**src/rtl/pcm_pdm_modulator.sv**
```systemverilog
// PCM-to-PDM transmit modulator: input FIFO of offset-binary samples feeding a
// first-order error-feedback sigma-delta that emits R bits per sample.
module pcm_pdm_modulator #(
  parameter int PDM_PCM_CONVERTER_DATA_WIDTH          = 16,
  parameter int PDM_PCM_CONVERTER_INTERPOLATION_RATIO = 16,
  parameter int PDM_PCM_CONVERTER_FIFO_DEPTH          = 4
) (
  input  logic                                           clock_i,
  input  logic                                           reset_n_i,
  input  logic signed [PDM_PCM_CONVERTER_DATA_WIDTH-1:0] pcm_data_i,
  input  logic                                           pcm_valid_i,
  output logic                                           pcm_ready_o,
  output logic                                           pdm_data_o,
  output logic                                           pdm_valid_o,
  input  logic                                           pdm_ready_i,
  input  logic                                           enable_i,
  output logic                                           busy_o,
  output logic                                           underflow_o
);

  localparam int W  = PDM_PCM_CONVERTER_DATA_WIDTH;
  localparam int R  = PDM_PCM_CONVERTER_INTERPOLATION_RATIO;
  localparam int D  = PDM_PCM_CONVERTER_FIFO_DEPTH;
  localparam int AW = $clog2(D);
  localparam int CW = $clog2(R);

  localparam logic [AW:0]   PTR_ONE  = (AW+1)'(1);
  localparam logic [CW-1:0] CNT_ONE  = CW'(1);
  localparam logic [CW-1:0] CNT_LAST = CW'(R - 1);

  // Two's complement to offset binary: flipping the sign bit maps
  // -2^(W-1)..2^(W-1)-1 onto 0..2^W-1, which is the ones density target.
  function automatic logic [W-1:0] to_offset(input logic signed [W-1:0] s);
    return {~s[W-1], s[W-2:0]};
  endfunction

  logic [W-1:0]  fifo_mem [D];
  logic [AW:0]   wr_ptr;
  logic [AW:0]   rd_ptr;
  logic [W-1:0]  acc;
  logic [W-1:0]  cur_u;
  logic          has_sample;
  logic [CW-1:0] bit_cnt;
  logic          underflow_q;

  logic          fifo_empty;
  logic          fifo_full;
  logic          push;
  logic          pop;
  logic          first_load;
  logic          bit_hs;
  logic          boundary;
  logic [W:0]    sum;
  logic [W-1:0]  fifo_head;

  assign fifo_empty = (wr_ptr == rd_ptr);
  assign fifo_full  = (wr_ptr[AW] != rd_ptr[AW]) &&
                      (wr_ptr[AW-1:0] == rd_ptr[AW-1:0]);
  assign fifo_head  = fifo_mem[rd_ptr[AW-1:0]];

  assign pcm_ready_o = enable_i && !fifo_full;
  assign push        = pcm_valid_i && pcm_ready_o;

  assign pdm_valid_o = enable_i && has_sample;
  assign bit_hs      = pdm_valid_o && pdm_ready_i;
  assign boundary    = bit_hs && (bit_cnt == CNT_LAST);
  assign first_load  = enable_i && !has_sample && !fifo_empty;
  assign pop         = first_load || (boundary && !fifo_empty);

  // The carry out of acc + cur_u is the PDM bit; the low W bits are the
  // quantisation error fed back into the next bit.
  assign sum        = {1'b0, acc} + {1'b0, cur_u};
  assign pdm_data_o = sum[W];

  assign busy_o      = has_sample || !fifo_empty;
  assign underflow_o = underflow_q;

  // Sample storage carries data only; occupancy lives in the pointers.
  always_ff @(posedge clock_i) begin
    if (push) begin
      fifo_mem[wr_ptr[AW-1:0]] <= to_offset(pcm_data_i);
    end
  end

  always_ff @(posedge clock_i or negedge reset_n_i) begin
    if (!reset_n_i) begin
      wr_ptr      <= '0;
      rd_ptr      <= '0;
      acc         <= '0;
      cur_u       <= '0;
      has_sample  <= 1'b0;
      bit_cnt     <= '0;
      underflow_q <= 1'b0;
    end else if (!enable_i) begin
      wr_ptr      <= '0;
      rd_ptr      <= '0;
      acc         <= '0;
      cur_u       <= '0;
      has_sample  <= 1'b0;
      bit_cnt     <= '0;
      underflow_q <= 1'b0;
    end else begin
      if (push) begin
        wr_ptr <= wr_ptr + PTR_ONE;
      end
      if (pop) begin
        rd_ptr <= rd_ptr + PTR_ONE;
      end
      underflow_q <= boundary && fifo_empty;
      if (first_load) begin
        cur_u      <= fifo_head;
        has_sample <= 1'b1;
        bit_cnt    <= '0;
      end else if (bit_hs) begin
        acc     <= sum[W-1:0];
        bit_cnt <= (bit_cnt == CNT_LAST) ? '0 : bit_cnt + CNT_ONE;
        // On an empty FIFO cur_u is simply kept, repeating the last sample.
        if (boundary && !fifo_empty) begin
          cur_u <= fifo_head;
        end
      end
    end
  end

endmodule

```
**config.mk**
```make
export PLATFORM = sky130hd
export DESIGN_NAME = pcm_pdm_modulator
export DESIGN_NICKNAME = d
export VERILOG_FILES = /design/src/rtl/pcm_pdm_modulator.sv
export SDC_FILE = /design/constraint.sdc
export NUM_CORES = 1
export LEC_CHECK = 0
export BUFFER_PORTS_ARGS = -buffer_cell sky130_fd_sc_hd__buf_2
export CAP_MARGIN = 40
export CORE_MARGIN = 1
export CORE_UTILIZATION = 40
export DETAILED_ROUTE_END_ITERATION = 8
export SYNTH_ARGS = -nofsm -noshare
export SYNTH_HDL_FRONTEND = slang
export SYNTH_SLANG_ARGS = --single-unit
export TNS_END_PERCENT = 100
```
**constraint.sdc**
```tcl
create_clock -name clock_i -period 4.7 [get_ports clock_i]
set_input_delay 0.235 -clock clock_i [delete_from_list [all_inputs] [get_ports clock_i]]
set_output_delay 0.235 -clock clock_i [all_outputs]
set_load 0.05 [all_outputs]
```
==> results.tsv, run 1 <==
metric	value	unit
status	finished clean	
final_cell_mix	edfxtp_1 (64), nand2_1 (54), dfrtp_1 (44), o21ai_0 (38), buf_2 (25)	
max_freq	0.336	GHz
ff2ff_path_depth	3	
finalCritPeriodShare	0.633	
topRoutingLayerUsed	met4	
slew-limit-headroom	0.433	
rows	40	
ys_seq_elements	108	
ys_seq_area_frac	0.611	
crit_start	acc[0]$_DFFE_PN0P_	
grt_pass1_wl	15000	um
maxSlewViolCount	0	
hp-class	primary input to register	
peakVddDrop	228	uV
finalCoreUtilization	0.465	
stdcell_count	580	
nets	451	
wl_met3	255	um
path_cells	ha_1 -> inv_1 -> fa_1 -> or2b_2 -> a21o_1 -> a21oi_2 -> a221o_1 -> a211oi_1 -> o21bai_1 -> buf_2	
max_stage_delay	0.37	ns
worst_ep_required_time	4.47	ns
power_leakage	0.00222	uW
die_area	12800	um^2
nFillCells	1093	
fp.dieH	113	um
ys_types	51	
p_int	1940	uW
swShare	0.316	
power_frac_clock	0.287	
yosysTopAreaCell	edfxtp_1	
period_needed	2.97	ns
grt_pass1_vias	2916	
num_io_pins	26	
worst-path-buf-inv	2	
dpl.hpwl	5910	um
dp_cells	563	
syn-instance-count	378	
arrival	2.74	ns
cts_tree	built	
power_density	506	nW/um^2
wl_met1	4110	um
fp.dieW	113	um
totalWireLength	8680	um
tns	0	ns
rsz0062_at_grt	no	
fin_skew	0.00696	ns
worst_setup_hold_path_clk_slew	0.07	ns
drc	0	
drt_pre_antenna_iters	4	
grt_max_degree	38	
clockRootBuffer	clkbuf_16	
path_depth	10	
antenna_found_initial	0	
critPathCaptureType	output pin	
place_congestion	0.819	
drv_cap	0	
route.vias.total	3009	
routed-wl-met2	4170	um
core	12100	um^2
hold_violations	0	
async_flop_share	0.407	
antennaDiodeCount	0	
combPwrFrac	0.277	
r2r_end	fifo_mem[3][3]$_DFFE_PP_	
mappedNetlistArea	4950	um^2
final_common_cell	edfxtp_1	
setup_violations	0	
ys_warn_count	0	
r2r-start	rd_ptr[1]$_DFFE_PN0P_	
clk_latency	0.34	ns
synth_edf_count	64	
synth_top_cell_area_share	0.388	
p_sw	895	uW
antenna_left	0	
htreeDepth	3	
syn_nets	422	
clock_sinks	108	
synthTopCellsByArea	edfxtp_1 (39%), dfrtp_1 (22%), mux4_2 (7.3%)	
viasPerCell	5.19	
tightest_slew	0.851	ns
cpLargestDelayFamily	compound AO/OA/AOI/OAI gates	
grt_use_total	0.150	
endpoint	pdm_data_o	
grt_overflow	0	
share_seq_of_total_power	0.436	
cp_max_fo	4	
drt_iter0_markers	114	
initial_core_util	0.410	
numPortBuffers	25	
cpMaxStageDelayCell	fa_1	
cts_buffers	9	
cts_setup_buffers	0	
clk_path_buf_depth	2	
cp-start-kind	register	
path_class	register to output pin	
drt-wirelength-per-cell	15.0	um
ys.flop_type	edfxtp_1	
drive_above_1_share	0.163	
area_growth	13.2	%
r2r_setup_slack	2.09	ns
syn-mean-instance-area	13.1	um^2
[how the worst min path moves through the flow]
| stage | start | endpoint | slack (ns) | depth (start not counted) |
|---|---|---|---|---|
| 5_1_grt | pcm_data_i[8] | fifo_mem[0][8]$_DFFE_PP_ | 0.1 | 1 |
| 4_1_cts | pcm_data_i[12] | fifo_mem[0][12]$_DFFE_PP_ | 0.09 | 1 |
| 3_5_place_dp | reset_n_i | rd_ptr[2]$_DFFE_PN0P_ | 0.12 | 1 |
| 2_1_floorplan | reset_n_i | acc[0]$_DFFE_PN0P_ | -0.06 | 0 |
| 6_report | pcm_data_i[12] | fifo_mem[0][12]$_DFFE_PP_ | 0.11 | 1 |
| 3_3_place_gp | reset_n_i | wr_ptr[0]$_DFFE_PN0P_ | 0.45 | 1 |
[flip-flops by register name, summed over array words and instances, names as in the netlist]
register,flops
acc,16
cur_u,16
fifo_mem,64
underflow_o,1
rd_ptr,3
wr_ptr,3
has_sample,1
bit_cnt,4
[power by group through the flow]
stage	registers (uW)	clock network (uW)	logic, uW
after detailed placement	1260	0	791
final	1240	814	785
after global placement	1250	0	770
after floorplan	1210	0	645
after global routing	1260	874	884
after CTS	1240	838	792
[per-stage QoR]
stage	instance area [um^2]	setup WS, ns	hold slack (ns)	total power [uW]
2_1_floorplan	4950	1.91	-0.0606	1860
3_3_place_gp	5240	2.12	0.449	2020
3_5_place_dp	5270	2.06	0.117	2050
4_1_cts	5610	1.70	0.0918	2870
5_1_grt	5610	1.58	0.0976	3020
6_report	5610	1.73	0.107	2840
[metal layers]
metal / global-route usage / up-vias
li1: - / 1466
met1: 0.206 / 1488
met2: 0.238 / 44
met3: 0.0321 / 11
met4: 0.0526 / 0
met5: 0 / -
[synthesized netlist by cell type (3+ instances only)]
library cell  count
xor2_1            6
a21oi_1          13
nand2_1          54
dfrtp_1          44
a21o_1            5
nand3_1           6
nor2_1           15
a32o_1            3
and3_1            5
a31oi_1           4
nor3_1            3
buf_2             4
a22o_1            3
edfxtp_1         64
nand4_1           5
xnor2_1           6
ha_1             22
inv_1            15
o21ai_0          38
clkbuf_1          6
mux4_2           16
nand2b_1          3
[cell type report]
class / count / area, um^2 / share of cell area
Multi-Input combinational cell: 241 / 1800 / 0.322
Tap cell: 168 / 210 / 0.0375
Sequential cell: 108 / 3020 / 0.539
Clock buffer: 10 / 229 / 0.0408
Timing Repair Buffer: 31 / 185 / 0.0330
Inverter: 16 / 60.1 / 0.0107
Clock inverter: 6 / 95.1 / 0.0170
[what timing repair did]
item / CTS / global route
hold endpoints to repair: 9 / 0
hold buffers: 1 / 0
resized for setup: 0 / 0
[cell families after synthesis]
logic type                 share of synthesized area
buffers and inverters                         0.0253
DFF                                            0.611
and+or+nand+nor                               0.0950
adders and majority gates                     0.0596
xor gates and xnor gates                      0.0212
muxes                                         0.0748
AOI/OAI and AO/OA                              0.113
Power figures use the tool's default switching activity.
==> run 2: changes to the inputs <==
==> constraint.sdc (replaced) <==
create_clock -name clock_i -period 2.94 [get_ports clock_i]
set_input_delay 0.147 -clock clock_i [delete_from_list [all_inputs] [get_ports clock_i]]
set_output_delay 0.147 -clock clock_i [all_outputs]
set_load 0.05 [all_outputs]
==> results.tsv, run 2 (synthesis gave the netlist of run 1 again) <==
metric	value	unit
final_common_cell	edfxtp_1	
cp-start-kind	register	
drv_cap	0	
r2r-start	cur_u[0]$_DFFE_PN0P_	
worst_setup_hold_path_clk_slew	0.08	ns
clk_latency	0.34	ns
finalCritPeriodShare	0.954	
dpl_cell_area	5330	um^2
maxSlewViolCount	0	
cts_buffers	9	
final_cell_area	5650	um^2
max_freq	0.356	GHz
path_class	register to output pin	
dp_cells	571	
tightest_slew	0.770	ns
grt.met3_usage	0.0236	
setup_ws	0.135	ns
stdcell_count	589	
die_area	12800	um^2
grt_max_degree	38	
max_stage_delay	0.36	ns
numPortBuffers	25	
area_growth	14.1	%
r2r_setup_slack	0.52	ns
totalWireLength	8600	um
largest_register_ffs	64	
globalRouteMet1Util	0.190	
dpl.hpwl	5840	um
slew-limit-headroom	0.485	
path_cells	ha_1 -> inv_1 -> fa_2 -> or2b_2 -> a21o_1 -> a21oi_4 -> a221o_1 -> a211oi_1 -> o21bai_1 -> buf_4	
initial_core_util	0.410	
cpMaxStageDelayCell	dfrtp_1	
power_leakage	0.00225	uW
holdPathEnd	fifo_mem[3][14]$_DFFE_PP_	
drive_above_1_share	0.185	
grt_use_total	0.149	
clockRootBuffer	clkbuf_16	
core	12100	um^2
viasPerCell	5.11	
cp_max_fo	4	
peakVddDrop	398	uV
power_density	779	nW/um^2
worst_ep_required_time	2.79	ns
final_cell_mix	edfxtp_1 (64), nand2_1 (54), dfrtp_1 (44), o21ai_0 (38), buf_2 (24)	
clock_sinks	108	
drt_pre_antenna_iters	4	
status	finished clean	
grt_pass1_wl	14700	um
setup_violations	0	
drc	0	
antenna_left	0	
busiest_layer	met2	
fin_total_pwr	4400	uW
whs_path_depth	1	
drt-wirelength-per-cell	14.6	um
htreeDepth	3	
fp.dieW	113	um
ff2ff_path_depth	10	
cts_tree	built	
hp-start	pcm_data_i[14]	
nFillCells	1075	
hold_violations	0	
grt_pass1_vias	3059	
nets	460	
hp-class	primary input to register	
r2r_end	acc[14]$_DFFE_PN0P_	
arrival	2.66	ns
antennaDiodeCount	0	
fp.dieH	113	um
cpLargestDelayFamily	compound AO/OA/AOI/OAI gates	
num_io_pins	26	
worst-path-buf-inv	2	
grt_overflow	0	
critPathCaptureType	output pin	
fin_skew	0.00597	ns
drt_iter0_markers	134	
route.vias.total	3009	
antenna_found_initial	0	
finalCoreUtilization	0.468	
dp_slack	0.411	ns
clk_path_buf_depth	2	
place_congestion	0.849	
use_met2	0.245	
period_needed	2.81	ns
rows	40	
==> run 2: cell types whose count changed in the layout (fill, tap and decap cells not counted), sizes merged <==
cell	previous run	this run
clkinv	3	4
clkbuf	10	9
buf	30	39
bufinv	2	0
inv	17	19
==> run 2: per-layer routing <==
layer  routed length (um)  share of wire  up-vias
li1                     -              -     1487
met1                 4050           0.47     1468
met2                 4160           0.48       44
met3                  210          0.024       10
met4                  180          0.021        0
met5                    0              0        -
==> run 2: repair_timing <==
action,CTS,global route
hold endpoints to repair,44,0
gates resized for setup,0,4
setup endpoints to repair,0,1
hold buffers,1,0
setup buffers,0,1
==> run 2: worst max path at each step <==
stage / start / endpoint / slack, ns / cells after the start
floorplan: rd_ptr[1]$_DFFE_PN0P_ / fifo_mem[3][0]$_DFFE_PP_ / 0.20 / 4
detailed placement: cur_u[0]$_DFFE_PN0P_ / pdm_data_o / 0.41 / 10
global route: cur_u[0]$_DFFE_PN0P_ / pdm_data_o / -0.01 / 10
CTS: cur_u[0]$_DFFE_PN0P_ / pdm_data_o / 0.02 / 10
global placement: acc[0]$_DFFE_PN0P_ / pdm_data_o / 0.45 / 10
finish: cur_u[0]$_DFFE_PN0P_ / pdm_data_o / 0.13 / 10
==> run 2: power breakdown <==
group / total, uW / internal, uW / switching, uW / leakage [uW]
clock: 1160 / 595 / 564 / 0.000144
combinational: 1290 / 540 / 750 / 0.000936
sequential: 1950 / 1820 / 136 / 0.00117
==> run 2: stage by stage <==
step           hold slack (ns)  TNS [ns]
3_3_place_gp             0.359         0
2_1_floorplan           -0.149         0
4_1_cts                0.00369         0
5_1_grt                0.00595   -0.0132
3_5_place_dp            0.0136         0
6_report                0.0136         0
==> run 2: worst reg2reg max path, stage by stage, from the launching register on <==
cell and delay, ns:
dfrtp_1 0.39, ha_1 0.20, inv_1 0.07, fa_2 0.19
or2b_2 0.13, a21o_1 0.20, a21oi_4 0.09, a221o_1 0.36
buf_4 0.14, or4_1 0.48, nand3_1 0.10
==> run 2: cell type report <==
type,count,area [um^2],share of cell area
repair buffers,40,255,0.0452
inverters,16,60.1,0.0106
well taps,168,210,0.0372
flip-flops and latches,108,3020,0.535
multi-input cells,241,1810,0.321
clock inverters,7,62.6,0.0111
clock buffers,9,225,0.0399
==> run 3: changes to the inputs <==
--- a/config.mk
+++ b/config.mk
@@ -10,6 +10,7 @@
 export CORE_MARGIN = 1
 export CORE_UTILIZATION = 40
 export DETAILED_ROUTE_END_ITERATION = 8
+export PLACE_DENSITY_LB_ADDON = 0.05
 export SYNTH_ARGS = -nofsm -noshare
 export SYNTH_HDL_FRONTEND = slang
 export SYNTH_SLANG_ARGS = --single-unit
==> results.tsv, run 3 (synthesis gave the netlist of run 1 again) <==
metric	value	unit
period_needed	2.76	ns
totalWireLength	9620	um
finalCritPeriodShare	0.938	
area_growth	16.9	%
clk_latency	0.35	ns
clk_path_buf_depth	2	
initial_core_util	0.410	
power_density	792	nW/um^2
antenna_found_initial	0	
die_area	12800	um^2
viasPerCell	5.02	
drt-wirelength-per-cell	16.1	um
clock_sinks	108	
maxSlewViolCount	0	
fp.dieH	113	um
path_class	register to output pin	
cp_max_fo	4	
power_frac_clock	0.282	
tightest_slew	0.476	ns
fin_skew	0.00760	ns
fp.dieW	113	um
max_freq	0.363	GHz
core	12100	um^2
hp-class	primary input to register	
grt_pass1_vias	3064	
dpl.hpwl	6410	um
htreeDepth	3	
cts_buffers	9	
cts_tree	built	
antenna_left	0	
drt_pre_antenna_iters	4	
power_leakage	0.00230	uW
drt_iter0_markers	123	
num_io_pins	26	
largest_register_ffs	64	
status	finished clean	
grt_overflow	0	
hold_violations	0	
nets	469	
worst_setup_hold_path_clk_slew	0.08	ns
combPwrFrac	0.291	
nFillCells	1095	
rsz0062_at_grt	no	
numPortBuffers	25	
route.vias.total	2999	
worst_ep_required_time	2.79	ns
drc	0	
antennaDiodeCount	0	
final_common_cell	edfxtp_1	
setup_violations	0	
rows	40	
slew-limit-headroom	0.682	
grt_use_total	0.166	
place_congestion	0.770	
cp-start-kind	register	
arrival	2.61	ns
p_sw	1520	uW
p_int	3060	uW
drive_above_1_share	0.186	
hold_slack	0.0192	ns
peakVddDrop	396	uV
grt_max_degree	38	
final_cell_mix	edfxtp_1 (64), nand2_1 (54), dfrtp_1 (44), o21ai_0 (38), buf_2 (24)	
clockRootBuffer	clkbuf_16	
drv_cap	0	
swShare	0.332	
critPathCaptureType	output pin	
grt_pass1_wl	16000	um
tns	0	ns
share_seq_of_total_power	0.427	
[run 3: final timing paths]
check / startpoint / cells after the start / to / slack [ns]
max: cur_u[0]$_DFFE_PN0P_ / 10 / pdm_data_o / 0.18
min: pcm_data_i[8] / 1 / fifo_mem[3][8]$_DFFE_PP_ / 0.02
max reg2reg: acc[5]$_DFFE_PN0P_ / 8 / acc[14]$_DFFE_PN0P_ / 0.54
min reg2reg: cur_u[14]$_DFFE_PN0P_ / 2 / cur_u[14]$_DFFE_PN0P_ / 0.49
max in group asynchronous: reset_n_i / 3 / acc[8]$_DFFE_PN0P_ / 2.21
min in group asynchronous: reset_n_i / 2 / bit_cnt[3]$_DFFE_PN0P_ / 0.23
[run 3: cell type report]
| class | count | area [um^2] | area share |
|---|---|---|---|
| Multi-Input combinational cell | 241 | 1820 | 0.315 |
| Inverter | 16 | 60.1 | 0.0104 |
| Timing Repair Buffer | 49 | 345 | 0.0597 |
| Clock buffer | 9 | 225 | 0.0389 |
| Clock inverter | 7 | 101 | 0.0175 |
| Tap cell | 168 | 210 | 0.0363 |
| Sequential cell | 108 | 3020 | 0.522 |
[run 3: through the flow]
step / worst slack, ns / power [uW] / cells / cell area (um^2) / utilization
detailed placement: 0.412 / 3320 / 570 / 5320 / 0.441
floorplan: 0.197 / 2970 / 378 / 4950 / -
global placement: 0.460 / 3290 / 569 / 5300 / 0.440
CTS: 0.0195 / 4650 / 596 / 5750 / 0.477
finish: 0.183 / 4580 / 598 / 5790 / 0.480
global route: 0.00470 / 4890 / 598 / 5790 / 0.480
[run 3: critical path, cell delays in order (launching register included)]
cell and delay, ns:
dfrtp_1 0.36, ha_2 0.19, inv_1 0.05, fa_2 0.33, or2b_4 0.26, a21o_1 0.23
a21oi_4 0.19, a221o_1 0.20, a211oi_2 0.08, o21bai_1 0.15, buf_4 0.21
[run 3: repair_timing]
item | 4_1_cts | 5_1_grt
endpoints found under the setup margin | 0 | 1
gates resized for setup | 0 | 7
hold buffers | 10 | 0
setup buffers | 0 | 2
endpoints found under the hold margin | 49 | 0
[run 3: layer usage]
layer  vias to the layer above  track usage  part of all wire
li1                       1501            -                 -
met1                      1458        0.230              0.50
met2                        31        0.260              0.46
met3                         9       0.0423             0.022
met4                         0       0.0500             0.012
met5                         -            0                 0
[run 3: power groups by stage]
stage	clock, uW	sequential [uW]	combinational [uW]
2_1_floorplan	0	1940	1030
5_1_grt	1390	1990	1510
6_report	1290	1960	1330
3_5_place_dp	0	2000	1330
4_1_cts	1340	1960	1340
3_3_place_gp	0	1990	1310
